--- src/rtl/periph_target_regfile.sv ---
// periph_target_regfile: byte-writable register file target with fixed wait states and out-of-range error responses
module periph_target_regfile #(
   parameter int                    ADDR_WIDTH      = 32,
   parameter int                    DATA_WIDTH      = 32,
   parameter int                    BYTE_ENABLE_BIT = DATA_WIDTH/8,
   parameter int                    NUM_REGS        = 16,
   parameter logic [ADDR_WIDTH-1:0] BASE_ADDR       = '0,
   parameter int                    WAIT_CYCLES     = 0
) (
   input  logic                         clk_i,
   input  logic                         rst_i,
   input  logic                         data_req_i,
   input  logic [ADDR_WIDTH-1:0]        data_add_i,
   input  logic                         data_we_n_i,
   input  logic [DATA_WIDTH-1:0]        data_wdata_i,
   input  logic [BYTE_ENABLE_BIT-1:0]   data_be_i,
   output logic                         data_gnt_o,
   output logic                         data_r_valid_o,
   output logic                         data_r_opc_o,
   output logic [DATA_WIDTH-1:0]        data_r_rdata_o,
   output logic [NUM_REGS*DATA_WIDTH-1:0] regs_o
);
   localparam int BW = $clog2(BYTE_ENABLE_BIT);
   localparam int IW = $clog2(NUM_REGS);
   localparam logic [ADDR_WIDTH-1:0] SPAN = ADDR_WIDTH'(NUM_REGS*BYTE_ENABLE_BIT);
   typedef enum logic [1:0] {IDLE, WAIT, RESP} state_t;
   state_t                state;
   logic [3:0]            cnt;
   logic [DATA_WIDTH-1:0] regs [NUM_REGS];
   logic [ADDR_WIDTH-1:0] off;
   logic [IW-1:0]         idx;
   logic                  in_range, nxt_opc, cap_opc;
   logic [DATA_WIDTH-1:0] nxt_rdata, cap_rdata;
   always_comb begin
      off        = data_add_i - BASE_ADDR;
      idx        = off[BW +: IW];
      in_range   = off < SPAN;
      nxt_opc    = ~in_range;
      nxt_rdata  = (in_range && data_we_n_i) ? regs[idx] : '0;
      data_gnt_o = data_req_i & ~rst_i & (state != WAIT);
   end
   // the response fields are held in cap_* while waiting so the outputs stay 0 until RESP
   always_ff @(posedge clk_i) begin
      if (rst_i) begin
         state          <= IDLE;
         cnt            <= '0;
         cap_opc        <= 1'b0;
         cap_rdata      <= '0;
         data_r_valid_o <= 1'b0;
         data_r_opc_o   <= 1'b0;
         data_r_rdata_o <= '0;
         for (int k = 0; k < NUM_REGS; k++) regs[k] <= '0;
      end else begin
         data_r_valid_o <= 1'b0;
         data_r_opc_o   <= 1'b0;
         data_r_rdata_o <= '0;
         if (data_gnt_o) begin
            if (in_range && !data_we_n_i)
               for (int i = 0; i < BYTE_ENABLE_BIT; i++)
                  if (data_be_i[i]) regs[idx][i*8 +: 8] <= data_wdata_i[i*8 +: 8];
            cap_opc   <= nxt_opc;
            cap_rdata <= nxt_rdata;
            if (WAIT_CYCLES == 0) begin
               state          <= RESP;
               data_r_valid_o <= 1'b1;
               data_r_opc_o   <= nxt_opc;
               data_r_rdata_o <= nxt_rdata;
            end else begin
               state <= WAIT;
               cnt   <= 4'(WAIT_CYCLES - 1);
            end
         end else if (state == WAIT) begin
            if (cnt == '0) begin
               state          <= RESP;
               data_r_valid_o <= 1'b1;
               data_r_opc_o   <= cap_opc;
               data_r_rdata_o <= cap_rdata;
            end else
               cnt <= cnt - 1'b1;
         end else
            state <= IDLE;
      end
   end
   for (genvar g = 0; g < NUM_REGS; g++) begin : g_regs
      assign regs_o[g*DATA_WIDTH +: DATA_WIDTH] = regs[g];
   end
endmodule
--- config.mk ---
export PLATFORM = sky130hd
export DESIGN_NAME = periph_target_regfile
export DESIGN_NICKNAME = d
export VERILOG_FILES = /design/src/rtl/periph_target_regfile.sv
export SDC_FILE = /design/constraint.sdc
export NUM_CORES = 1
export LEC_CHECK = 0
export CORE_MARGIN = 3
export CORE_UTILIZATION = 40
export CTS_CLUSTER_DIAMETER = 100
export DETAILED_ROUTE_END_ITERATION = 6
export MAX_ROUTING_LAYER = met4
export PLACE_DENSITY_LB_ADDON = 0.05
export SLEW_MARGIN = 15
export SYNTH_ARGS = -nofsm -noshare
export SYNTH_HDL_FRONTEND = slang
export SYNTH_SLANG_ARGS = --single-unit
--- constraint.sdc ---
create_clock -name clk_i -period 1.83 [get_ports clk_i]
set_input_delay 0.183 -clock clk_i [delete_from_list [all_inputs] [get_ports clk_i]]
set_output_delay 0.183 -clock clk_i [all_outputs]
set_load 0.05 [all_outputs]
==> out/results.ini <==
[floorplanning]
fp.dieH_um=248.2
num_rows=88
pin_count=619
die-width_um=248.2
dieArea_um2=61580
start_util=0.4058
coreArea_um2=57810

[global_routing]
grt_max_degree=67
overflow=0
antenna_found_initial=1
grt_pass1_wl_mm=127.7
grt_pass1_vias=17330
grt_usage=0.3006

[clock_network]
clockBufferDepth=3
htree_levels=2
cts_tree=done
cts_sinks=546
cts-buffers-inserted=57
cts_root_buf=clkbuf_16
clk_pin_slew_ns=0.06
hold_buffers=0
insertion_delay_ns=0.61

[worst_setup_path]
cp_max_fo=8
max_stage_delay_ns=0.40
crit_end=regs[2][6]
cpMostUsedCell=buf_12
crit_family=buffers and inverters
required_ns=2.14
crit_arrival_ns=2.13
cp-end-kind=flip-flop
rrSetupSlack_ns=0.16
timing.rr.end=data_r_rdata_o[24]
cp_num_cells=8
startpoint=data_add_i[28]
r2r_cells=4
crit_path_top_delay_cell=clkdlybuf4s50_1
r2r_start=regs[10][24]
path_cells=clkdlybuf4s50_1 -> nor4_1 -> and4_1 -> buf_12 -> buf_12 -> nand4_4 -> o21bai_1 -> buf_4
cp_num_buf_inv=4
criticalPathCategory=in -> reg
worstSetupStartpointType=input port

[sta]
period_share=0.9963
rsz0062_at_grt=yes
hold_viol=0
fin_tns_setup_ns=0
slew_headroom=0.6241
slew_viol_final=0
fmax_mhz=548.5
setup_viol=0
fin_crit_ns=1.823
worstMarginPinSlew_ns=0.5661
fin_worst_skew_ns=0.01155

[route]
drt-total-wl_mm=92.13
wire_per_inst_um=29.00
drc=0
via_count=17830
detail-route-antenna-nets=0
vias_per_cell=5.613
drtPass1Iterations=6
drtIter0Drc=1920

[placed_design]
port_buffers=616
place_area_um2=31960
gp_congestion=0.9220
dp_hpwl_mm=70.19

[power]
power_density_nw_per_um2=939.8
vdd_drop_max_v=0.0007465
power.leakage_nw=12.18

[layout]
multi_input_area_um2=6639
seqCellArea_um2=16060
fin_area_um2=33510
nets=2436
fillers=4913
syn2layout_area_growth_pct=42.87
layout-drive-gt1-share=0.2696

[logic_synthesis]
syn-cell-area_um2=23460
syn-num-nets=1650
ys_seq_elements=546
ys_types=28
avgSynthCellArea_um2=14.86
synth_warnings=0
yosysSeqAreaShare=0.6845
syn_inst=1578

[status]
status=finished clean

[run]
max_cap_viol_count=0

[hold_path]
min_path_type=in -> reg

## layer usage
metal,GRT usage,share of wire
met4,0.07253,0.024
met5,-,0
met2,0.4713,0.48
met1,0.4124,0.39
met3,0.05328,0.10
## repair_timing
action / in CTS / in global routing
gates cloned: 0 / 1
resized for setup: 438 / 30
endpoints found under the setup margin: 730 / 49
pin swaps: 5 / 9
setup buffers: 2 / 11
## through the flow
| stage | setup slack, ns | hold slack [ns] | power [W] | std cells | utilization |
|---|---|---|---|---|---|
| after floorplan | -0.1171 | 0.3112 | 0.01795 | 1578 | - |
| after global placement | -0.8247 | 0.6535 | 0.02027 | 3056 | 0.5530 |
| after detailed placement | -0.7831 | 0.6530 | 0.02027 | 3056 | 0.5530 |
| after CTS | 0.001281 | 0.06515 | 0.03164 | 3164 | 0.5768 |
| after global routing | -0.02505 | 0.1214 | 0.03227 | 3177 | 0.5797 |
| final | 0.006819 | 0.08517 | 0.03149 | 3177 | 0.5797 |
## worst min path at each step
| stage | from | endpoint | slack [ns] | cells past startpoint |
|---|---|---|---|---|
| 2_1_floorplan | data_req_i | data_r_valid_o | 0.31 | 1 |
| 3_3_place_gp | data_r_opc_o | data_r_opc_o | 0.65 | 1 |
| 3_5_place_dp | data_r_opc_o | data_r_opc_o | 0.65 | 1 |
| 4_1_cts | rst_i | data_r_valid_o | 0.07 | 3 |
| 5_1_grt | rst_i | data_r_valid_o | 0.12 | 3 |
| 6_report | rst_i | data_r_valid_o | 0.09 | 3 |
## state kept, by name, indices dropped and copies added (netlist names)
signal and cells:
data_r_valid_o 1, data_r_rdata_o 32, regs 512, data_r_opc_o 1
## placed cells by master (no fill, tap or decap), drive strengths merged, types with 17 or more instances in the layout
| master | netlist | layout |
|---|---|---|
| a21oi | 32 | 32 |
| a22oi | 64 | 64 |
| buf | 78 | 380 |
| clkbuf | 71 | 81 |
| clkdlybuf4s15 | 0 | 21 |
| clkdlybuf4s50 | 0 | 65 |
| clkinv | 0 | 17 |
| dfxtp | 34 | 34 |
| dlygate4sd2 | 0 | 406 |
| edfxtp | 512 | 512 |
| mux4 | 128 | 128 |
| nand2 | 37 | 37 |
| nor2 | 515 | 515 |
| o21bai | 64 | 64 |
## worst reg2reg max path, stage by stage (launching register included)
cell and delay [ns]:
edfxtp_1 0.46, mux4_2 0.49, a22oi_1 0.35, buf_4 0.19, a21oi_1 0.06
## report_power, final
part           leakage, nW  switching (W)  total [W]  internal, W
sequential            5.13       0.000554     0.0148       0.0142
clock                0.921        0.00495     0.0118      0.00684
combinational         6.13        0.00338    0.00492      0.00155
total                 12.2        0.00888     0.0315       0.0226
## logic make-up after synthesis
kind of cell	Yosys count	synth area share
muxes	128	0.1229
DFF	546	0.6845
AOI/OAI and AO/OA	161	0.04811
and+or+nand+nor	594	0.1092
buffers and inverters	149	0.03531
## synth_stat cells (all sizes together)
| cell type | n | area, um^2 |
|---|---|---|
| buf | 78 | 561.8 |
| dfxtp | 34 | 680.7 |
| nand2 | 37 | 138.9 |
| nor3b | 1 | 7.510 |
| edfxtp | 512 | 15370 |
| o21bai | 64 | 480.5 |
| nand3 | 4 | 70.07 |
| and3 | 2 | 12.51 |
| nand4 | 13 | 200.2 |
| nor3 | 1 | 5.000 |
| a22oi | 64 | 480.5 |
| clkbuf | 71 | 266.5 |
| nor2b | 9 | 56.30 |
| a21boi | 1 | 7.510 |
| a21oi | 32 | 160.2 |
| nor2 | 515 | 1993 |
| nor4 | 6 | 37.54 |
| and2 | 5 | 31.28 |
| mux4 | 128 | 2883 |
| and4 | 1 | 8.760 |
## area by class of cell
cell class              instances  share of cell area
multi-input cells             883              0.1981
clock buffers                  78             0.04798
clock inverters                28            0.008326
well taps                     765             0.02856
diodes                          1          0.00007467
repair buffers                876              0.2379
flip-flops and latches        546              0.4791
(Power assumes the default switching activity.)
